File: src/rtl/clock_pkg.sv
// Shared constants for the 24h clock display path: slot order and
// active-low 7-segment patterns {g,f,e,d,c,b,a}.
package clock_pkg;

  typedef enum logic [2:0] {
    SLOT_SL = 3'd0,
    SLOT_SH = 3'd1,
    SLOT_ML = 3'd2,
    SLOT_MH = 3'd3,
    SLOT_HL = 3'd4,
    SLOT_HH = 3'd5
  } slot_e;

  localparam logic [6:0] SEG_BLANK = 7'h7F;
  localparam logic [6:0] SEG_DASH  = 7'h3F;

  localparam logic [6:0] SEG_TABLE [10] = '{
    7'h40, 7'h79, 7'h24, 7'h30, 7'h19,
    7'h12, 7'h02, 7'h78, 7'h00, 7'h10
  };

endpackage

File: src/rtl/bcd_to_seg7.sv
// Combinational BCD digit to active-low 7-segment pattern; non-decimal
// codes render as a dash.
module bcd_to_seg7
  import clock_pkg::*;
(
  input  logic [3:0] bcd,
  output logic [6:0] seg
);

  always_comb begin
    seg = SEG_DASH;
    if (bcd <= 4'd9) seg = SEG_TABLE[bcd];
  end

endmodule

File: src/rtl/dyn_disp_scan.sv
// Six-digit multiplexed common-anode display scanner with per-frame digit
// snapshot, inter-digit blanking, field blinking and leading-zero suppression.
module dyn_disp_scan
  import clock_pkg::*;
#(
  parameter int SCAN_DIV     = 50000,
  parameter int BLANK_CYC    = 8,
  parameter int BLINK_FRAMES = 64
) (
  input  logic       CLK,
  input  logic       RST,
  input  logic [1:0] HQH,
  input  logic [3:0] HQL,
  input  logic [2:0] MQH,
  input  logic [3:0] MQL,
  input  logic [2:0] SQH,
  input  logic [3:0] SQL,
  input  logic [2:0] BLINK,
  input  logic       LZ_SUP,
  input  logic       COLON,
  output logic [5:0] AN,
  output logic [6:0] SEG,
  output logic       DP
);

  localparam int PW = $clog2(SCAN_DIV);
  localparam int BW = (BLINK_FRAMES > 1) ? $clog2(BLINK_FRAMES) : 1;

  logic [PW-1:0] pc;
  slot_e         slot;
  logic          tick;
  logic          frame_end;

  logic [1:0] snap_hh;
  logic [3:0] snap_hl;
  logic [2:0] snap_mh;
  logic [3:0] snap_ml;
  logic [2:0] snap_sh;
  logic [3:0] snap_sl;

  logic [BW-1:0] blink_cnt;
  logic          blink_phase;

  logic [3:0] digit;
  logic [3:0] digit_max;
  logic       blink_en;
  logic [6:0] dec_seg;
  logic       blanked;
  logic [5:0] an_nxt;
  logic [6:0] seg_nxt;
  logic       dp_nxt;

  assign tick      = (pc == PW'(SCAN_DIV - 1));
  assign frame_end = tick && (slot == SLOT_HH);

  always_ff @(posedge CLK or posedge RST) begin
    if (RST) begin
      pc   <= '0;
      slot <= SLOT_SL;
    end else if (tick) begin
      pc   <= '0;
      slot <= (slot == SLOT_HH) ? SLOT_SL : slot_e'(slot + 3'd1);
    end else begin
      pc <= pc + PW'(1);
    end
  end

  // Loading on the last tick of a frame keeps all six digits coherent.
  always_ff @(posedge CLK or posedge RST) begin
    if (RST) begin
      snap_hh <= '0;
      snap_hl <= '0;
      snap_mh <= '0;
      snap_ml <= '0;
      snap_sh <= '0;
      snap_sl <= '0;
    end else if (frame_end) begin
      snap_hh <= HQH;
      snap_hl <= HQL;
      snap_mh <= MQH;
      snap_ml <= MQL;
      snap_sh <= SQH;
      snap_sl <= SQL;
    end
  end

  always_ff @(posedge CLK or posedge RST) begin
    if (RST) begin
      blink_cnt   <= '0;
      blink_phase <= 1'b0;
    end else if (frame_end) begin
      if (blink_cnt == BW'(BLINK_FRAMES - 1)) begin
        blink_cnt   <= '0;
        blink_phase <= ~blink_phase;
      end else begin
        blink_cnt <= blink_cnt + BW'(1);
      end
    end
  end

  always_comb begin
    digit     = 4'd0;
    digit_max = 4'd9;
    blink_en  = 1'b0;
    case (slot)
      SLOT_SL: begin digit = snap_sl;          digit_max = 4'd9; blink_en = BLINK[0]; end
      SLOT_SH: begin digit = {1'b0, snap_sh};  digit_max = 4'd5; blink_en = BLINK[0]; end
      SLOT_ML: begin digit = snap_ml;          digit_max = 4'd9; blink_en = BLINK[1]; end
      SLOT_MH: begin digit = {1'b0, snap_mh};  digit_max = 4'd5; blink_en = BLINK[1]; end
      SLOT_HL: begin digit = snap_hl;          digit_max = 4'd9; blink_en = BLINK[2]; end
      SLOT_HH: begin digit = {2'b00, snap_hh}; digit_max = 4'd2; blink_en = BLINK[2]; end
      default: ;
    endcase
  end

  bcd_to_seg7 u_dec (
    .bcd (digit),
    .seg (dec_seg)
  );

  // Blanking keeps the anode on but wins over both the digit and the dash.
  always_comb begin
    blanked = (blink_en && blink_phase) ||
              ((slot == SLOT_HH) && LZ_SUP && (snap_hh == 2'd0));
    an_nxt  = ~(6'd1 << slot);
    seg_nxt = (digit > digit_max) ? SEG_DASH : dec_seg;
    dp_nxt  = 1'b1;
    if (blanked) begin
      seg_nxt = SEG_BLANK;
    end else if (COLON && ((slot == SLOT_ML) || (slot == SLOT_HL))) begin
      dp_nxt = 1'b0;
    end
    if (pc < PW'(BLANK_CYC)) begin
      an_nxt  = 6'h3F;
      seg_nxt = SEG_BLANK;
      dp_nxt  = 1'b1;
    end
  end

  always_ff @(posedge CLK or posedge RST) begin
    if (RST) begin
      AN  <= 6'h3F;
      SEG <= SEG_BLANK;
      DP  <= 1'b1;
    end else begin
      AN  <= an_nxt;
      SEG <= seg_nxt;
      DP  <= dp_nxt;
    end
  end

endmodule
File: config.mk
export PLATFORM = sky130hd
export DESIGN_NAME = dyn_disp_scan
export DESIGN_NICKNAME = d
export VERILOG_FILES = /design/src/rtl/clock_pkg.sv /design/src/rtl/bcd_to_seg7.sv /design/src/rtl/dyn_disp_scan.sv
export SDC_FILE = /design/constraint.sdc
export NUM_CORES = 1
export LEC_CHECK = 0
export CAP_MARGIN = 20
export CELL_PAD_IN_SITES_DETAIL_PLACEMENT = 1
export CELL_PAD_IN_SITES_GLOBAL_PLACEMENT = 1
export CORE_ASPECT_RATIO = 2
export CORE_MARGIN = 2
export CORE_UTILIZATION = 45
export CTS_BUF_LIST = sky130_fd_sc_hd__clkbuf_16
export DETAILED_ROUTE_END_ITERATION = 16
export GPL_TIMING_DRIVEN = 1
export HOLD_SLACK_MARGIN = 0.15
export PLACE_DENSITY = 0.95
export SYNTH_ARGS = -nofsm -noshare
export SYNTH_HDL_FRONTEND = slang
export SYNTH_SLANG_ARGS = --single-unit
export TNS_END_PERCENT = 100
File: constraint.sdc
create_clock -name CLK -period 4.85 [get_ports CLK]
set_input_delay 0.97 -clock CLK [delete_from_list [all_inputs] [get_ports CLK]]
set_output_delay 0.97 -clock CLK [all_outputs]
set_load 0.01 [all_outputs]
After elaboration in Yosys (flattened, before gate mapping)
Memory sizes are Yosys's and may differ from the RTL's. Cells that the tools add are included.

Register bits: 60. Memory bits (read-only): 112. Input bits: 27. Output and inout bits: 14. Word-level logic and storage cells: 62. Memories: 1.

Memories: (no name shown) (depth 16, width 7, rd ports 1, clocked after Yosys merged registers in 0, write ports 0, RTL line bcd_to_seg7.sv:12) `if (bcd <= 4'd9) seg = SEG_TABLE[bcd];`.

Add/sub/neg operators: 3. $lt $le $gt $ge: 4. Eq/ne operators: 7. Shifts and indexed selects: 1. Mux-type cells: 16. Bitwise gates (word level): 3. Reductions and logical operators: 14.

Operators by type and width (number): 7-bit 2-to-1 mux (6); 4-bit case mux with 6 select lines (1); 16-bit by 1-bit adder with 16-bit output, second input constant (1); 16-bit == test, second input constant (1); 16-bit by 4-bit less-than comparator with 1-bit output, second input constant (1); 16-bit 2-to-1 mux (1); 6-bit 2-to-1 mux (2); 4-bit case mux with 2 select lines (1); 2-bit OR reduction (4); 6-bit by 1-bit adder with 6-bit output, second input constant (1); 3-bit by 2-bit == test with 1-bit output, second input constant (2); 3-bit == test, second input constant (2); 6-bit == test, second input constant (1); 6-bit NOT (1); 1-bit by 3-bit << shifter with 6-bit output, first input constant (1); 5-bit >= comparator, second input constant (1); 1-bit logical AND (5); 4-bit NOT with 5-bit output (1); 4-bit > comparator (1); 4-bit <= comparator, second input constant (1); 3-bit by 1-bit adder with 3-bit output, second input constant (1); 3-bit by 1-bit == test with 1-bit output, second input constant (1); 3-bit zero test (1); 1-bit 2-to-1 mux (3); 6 further kinds (7).

Logic depth before layout (Yosys ltp)
Depth in word-level cells: 10. Mapped depth: 16. Depth with buffers taken out: 14.

Hierarchy
Synthesis repeated with hierarchy kept, for this count alone.

Cell total of the unflattened synthesis: 265. Area, all modules: 3016.6 µm².

Modules (own cells, without submodules): dyn_disp_scan (times used 1, cells each 240, area each 2797.7 µm², seq. area each 1519.0 µm²); bcd_to_seg7 (times used 1, cells each 25, area each 219.0 µm², seq. area each 0.0 µm²).

Least setup slack after synthesis
OpenSTA, ideal clock, no wires.

Kind: flip-flop to flip-flop. Start point: register slot[2]. End point: register SEG[0]. Library setup time: 0.092 ns. Arrival: 3.237 ns. Data required time: 4.758 ns. Setup slack: 1.521 ns. Cell stages (with the launch flop): 16. Buffers on the path: 2. Clock period less this slack: 3.329 ns. Cell sequence: dfrtp_1 > buf_2 > inv_1 > ha_1 > clkbuf_1 > nand2_1 > o21ai_0 > a311oi_1 > inv_1 > ha_1 > nor2b_1 > o32ai_1 > a211oi_1 > a211o_1 > a221oi_4 > o21ai_1.

Longest elaborated chain between the ends: 10. Elaborated cells on any way between the ends: 27. Classes of those cells: order compare: 2; eq/ne: 5; mux: 9; bitwise: 1; reduce/logical: 9; memory: 1.

RTL lines: start: declaration (RTL line dyn_disp_scan.sv:30) `slot_e slot;`; start signal: assignment (RTL line dyn_disp_scan.sv:62) `slot <= (slot == SLOT_HH) ? SLOT_SL : slot_e'(slot + 3'd1);`; 3-bit == test, or another cell as far along (RTL line dyn_disp_scan.sv:105, dyn_disp_scan.sv:124); 4-bit case mux with 6 select lines (RTL line dyn_disp_scan.sv:105) `case (slot)`; 4-bit NOT with 5-bit output (not written as such) (RTL line bcd_to_seg7.sv:12); memory read 16 x 7 bit; 7-bit 2-to-1 mux (not written as such) (2 in a row) (RTL line bcd_to_seg7.sv:12); 7-bit 2-to-1 mux (RTL line bcd_to_seg7.sv:12); 7-bit 2-to-1 mux (RTL line dyn_disp_scan.sv:126) `seg_nxt = (digit > digit_max) ? SEG_DASH : dec_seg;`; 7-bit 2-to-1 mux (*) (RTL line dyn_disp_scan.sv:128) `if (blanked) begin`; 7-bit 2-to-1 mux (*) (RTL line dyn_disp_scan.sv:133) `if (pc < PW'(BLANK_CYC)) begin`; net seg_nxt[0] (RTL line dyn_disp_scan.sv:50) `logic [6:0] seg_nxt;`; end signal: assignment (RTL line dyn_disp_scan.sv:147) `SEG <= seg_nxt;`; end: declaration (RTL line dyn_disp_scan.sv:22) `output logic [6:0] SEG,`.

The timed path passes the listed nets; every way through them passes the cells marked *. The select of a mux whose other input is x is not followed. A chain may end at the register's enable or synchronous reset.

Worst setup path after layout
Start point: register slot[2]. End point: register SEG[3].

Same word-level chain as after synthesis.

==> impl_metrics.csv <==
group,metric,value,unit
timing,fin_ws,0.857,ns
detailed_routing,route.vias.total,2418,
timing,finalSetupTns,0,ns
timing,tightest_slew,0.893,ns
layout,antennaDiodeCount,0,
placed_design,dpl.hpwl,5480,um
placed_design,gp_congestion,0.900,
placed_design,port_buffers,40,
cts,cts_inserted_buffers,9,
timing,finalClockSkew,0.00743,ns
logic_synthesis,syn_area,0.00298,mm^2
layout,fillers,757,
detailed_routing,dr_wl_met2,4140,um
global_routing,grt_max_degree,41,
layout,syn_to_final_growth,25.4,%
global_routing,antenna_found_initial,0,
min_path,min_from,"snap_ml[0]",
logic_synthesis,ys_seq_area_share,51.0,%
logic_synthesis,muxShareOfSynthArea,3.83,%
min_path,min_path_type,"flip-flop to flip-flop",
cts,clk_pin_slew,0.05,ns
detailed_routing,met3_length,295,um
critical_path,reg2reg_from,"slot[2]",
detailed_routing,m1WireLength,2880,um
detailed_routing,totalWireLength,7610,um
logic_synthesis,yosysWarnings,0,
layout,final_cell_mix,"nand2_1, dfrtp_1, clkdlybuf4s50_1, nor2_1",
timing,report.final.slew_viol_count,0,
logic_synthesis,synth_nets,350,
global_routing,first_global_vias,2662,
cts,cts_resized,0,
die,pin_count,41,
cts,hold_buffers,0,
die,die_x,61.5,um
layout,layout_commonest_cell,"nand2_1",
detailed_routing,postRouteAntennaNets,0,
timing,fin_crit,3.99,ns
logic_synthesis,syn_area_per_cell,9.54,um^2
logic_synthesis,synth_fa_ha_area_share,4.62,%
timing,whs,0.477,ns
global_routing,grt_first_pass_wirelength,12700,um
global_routing,grt_usage,23.8,%
detailed_routing,drc,0,
critical_path,cp_max_fo,13,
logic_synthesis,synth_xor_area_share,4.71,%
die,die_h,119,um
cts,cts_sinks,60,
detailed_routing,drt-vias-per-instance,5.43,
die,core_area,0.00652,mm^2
die,start_util,45.7,%
cts,cts_setup_buffers,0,
critical_path,critPathCaptureType,"flip-flop",
logic_synthesis,yosys.area.top_type,"dfrtp_1",
pwr,p_per_area,301,mW/mm^2
pwr,leakage,0.00164,uW
global_routing,grt-ovfl-total,0,
logic_synthesis,synth_cell_types,48,
timing,rsz0062_at_grt,"false",
logic_synthesis,syn_inst,312,
detailed_routing,dr.max_layer_used,"met4",
layout,drive_gt1_share,10.6,%
logic_synthesis,yosys-top-cells-area,"dfrtp_1, dfstp_2, nand2_1",
detailed_routing,drt-initial-drc-count,71,
layout,finalNetCount,392,
timing,finalSetupViolations,0,
flow_run,maxCapViolCount,0,
critical_path,rr_worst_depth,13,
cts,clockBufferDepth,2,
logic_synthesis,synthDominantCellAreaShare,38.7,%
logic_synthesis,synth_edf_count,0,
timing,hold_viol_final,0,
critical_path,crit_arrival,4.23,ns
min_path,min_to,"snap_ml[0]",
cts,cts_max_level,3,
logic_synthesis,synthSimpleGateAreaFrac,23.3,%
logic_synthesis,async_flop_share,100,%
die,rows,42,
critical_path,required,5.09,ns
min_path,hold_path_depth,2,
cts,tritoncts,"yes",
logic_synthesis,synth_compound_area_share,9.46,%
logic_synthesis,synthFlopType,"dfrtp_1",
critical_path,start_kind,"flip-flop",
die,die_area,0.00732,mm^2
timing,maxSlewHeadroom,40.1,%
placed_design,pre_cts_ws,0.835,ns
cts,clk_latency,0.33,ns
critical_path,ff2ff_setup_slack,0.86,ns
detailed_routing,wl_per_cell,17.1,um
critical_path,crit_type,"flip-flop to flip-flop",
critical_path,r2r_end,"SEG[3]",
logic_synthesis,synth_top_family_by_area,"simple AND/OR/NAND/NOR gates",
cts,cts-root-buf,"clkbuf_16",
detailed_routing,first_pass_iters,4,
outcome,outcome,"complete, no violations",
logic_synthesis,ys_ff_latch,60,
timing,fmax,0.250,GHz
pwr,ir_worst_vdd,0.256,mV
timing,final.period_utilization,82.3,%
Yosys cell counts, types with 5 or more instances:
cell type  count
nand2_1       90
a21oi_1        5
inv_1         10
dfrtp_1       46
nor2_1        17
xnor2_1       11
dfstp_2       14
clkbuf_1       5
o21ai_0        7
xor2_1         5
nand3_1       14
o21ai_1        5
ha_1          11
mux2i_1        8
buf_2          6
nor3_1         5
how the worst max path moves through the flow:
stage	startpoint	endpoint	slack (ns)	cells after the start
6_report	slot[2]	SEG[3]	0.86	13
5_1_grt	slot[2]	SEG[1]	0.49	13
4_1_cts	slot[2]	SEG[3]	0.83	13
3_5_place_dp	slot[2]	SEG[3]	0.83	13
3_3_place_gp	slot[2]	SEG[0]	1.25	13
2_1_floorplan	slot[2]	SEG[0]	1.52	15
layout make-up:
cell class / count / area (um^2) / share of cell area, %
Tap cell: 88 / 110 / 2.95
Inverter: 11 / 41.3 / 1.11
Clock buffer: 9 / 225 / 6.03
Multi-Input combinational cell: 230 / 1370 / 36.6
Sequential cell: 60 / 1520 / 40.7
Clock inverter: 5 / 46.3 / 1.24
Timing Repair Buffer: 42 / 423 / 11.3
cells by family after synthesis:
family          Yosys count
mux                      11
fa+ha+maj                11
flops                    60
simple gates            153
buf+inv                  22
compound gates           39
xor+xnor                 16
report_power, final:
part	internal (uW)	leakage (uW)	switching (uW)
Sequential	502	0.000671	0
Combinational	19.3	0.000830	13.2
Clock	384	0.000137	205
registers in the layout, summed over array words and instances (netlist names), 2 cells and up:
register / cells
slot: 3
snap_ml: 4
snap_hl: 4
snap_hh: 2
SEG: 7
blink_cnt: 6
snap_sh: 3
snap_sl: 4
AN: 6
snap_mh: 3
pc: 16
metal layers:
layer,vias to the layer above,global-route usage (%)
met5,-,0
met4,0,12.2
met3,27,6.95
met2,75,38.9
met1,1177,26.6
li1,1139,-
stage by stage:
stage	cell area, um^2	utilization (%)	instances	power (uW)
after floorplan	2980	-	312	518
after global placement	3450	52.9	430	542
after detailed placement	3460	53.1	431	543
after CTS	3730	57.3	445	1140
after global routing	3730	57.3	445	1160
final	3730	57.3	445	1120
critical path, stage by stage (launching register included):
cell,delay [ns]
dfrtp_1,0.66
inv_1,0.21
ha_1,0.37
nand2_1,0.11
o21ai_0,0.08
a311oi_1,0.60
inv_1,0.19
ha_1,0.35
nor2b_1,0.15
o32ai_1,0.27
a211oi_1,0.10
a211o_1,0.29
a221oi_4,0.38
o21ai_1,0.13
(Power assumes the default switching activity.)
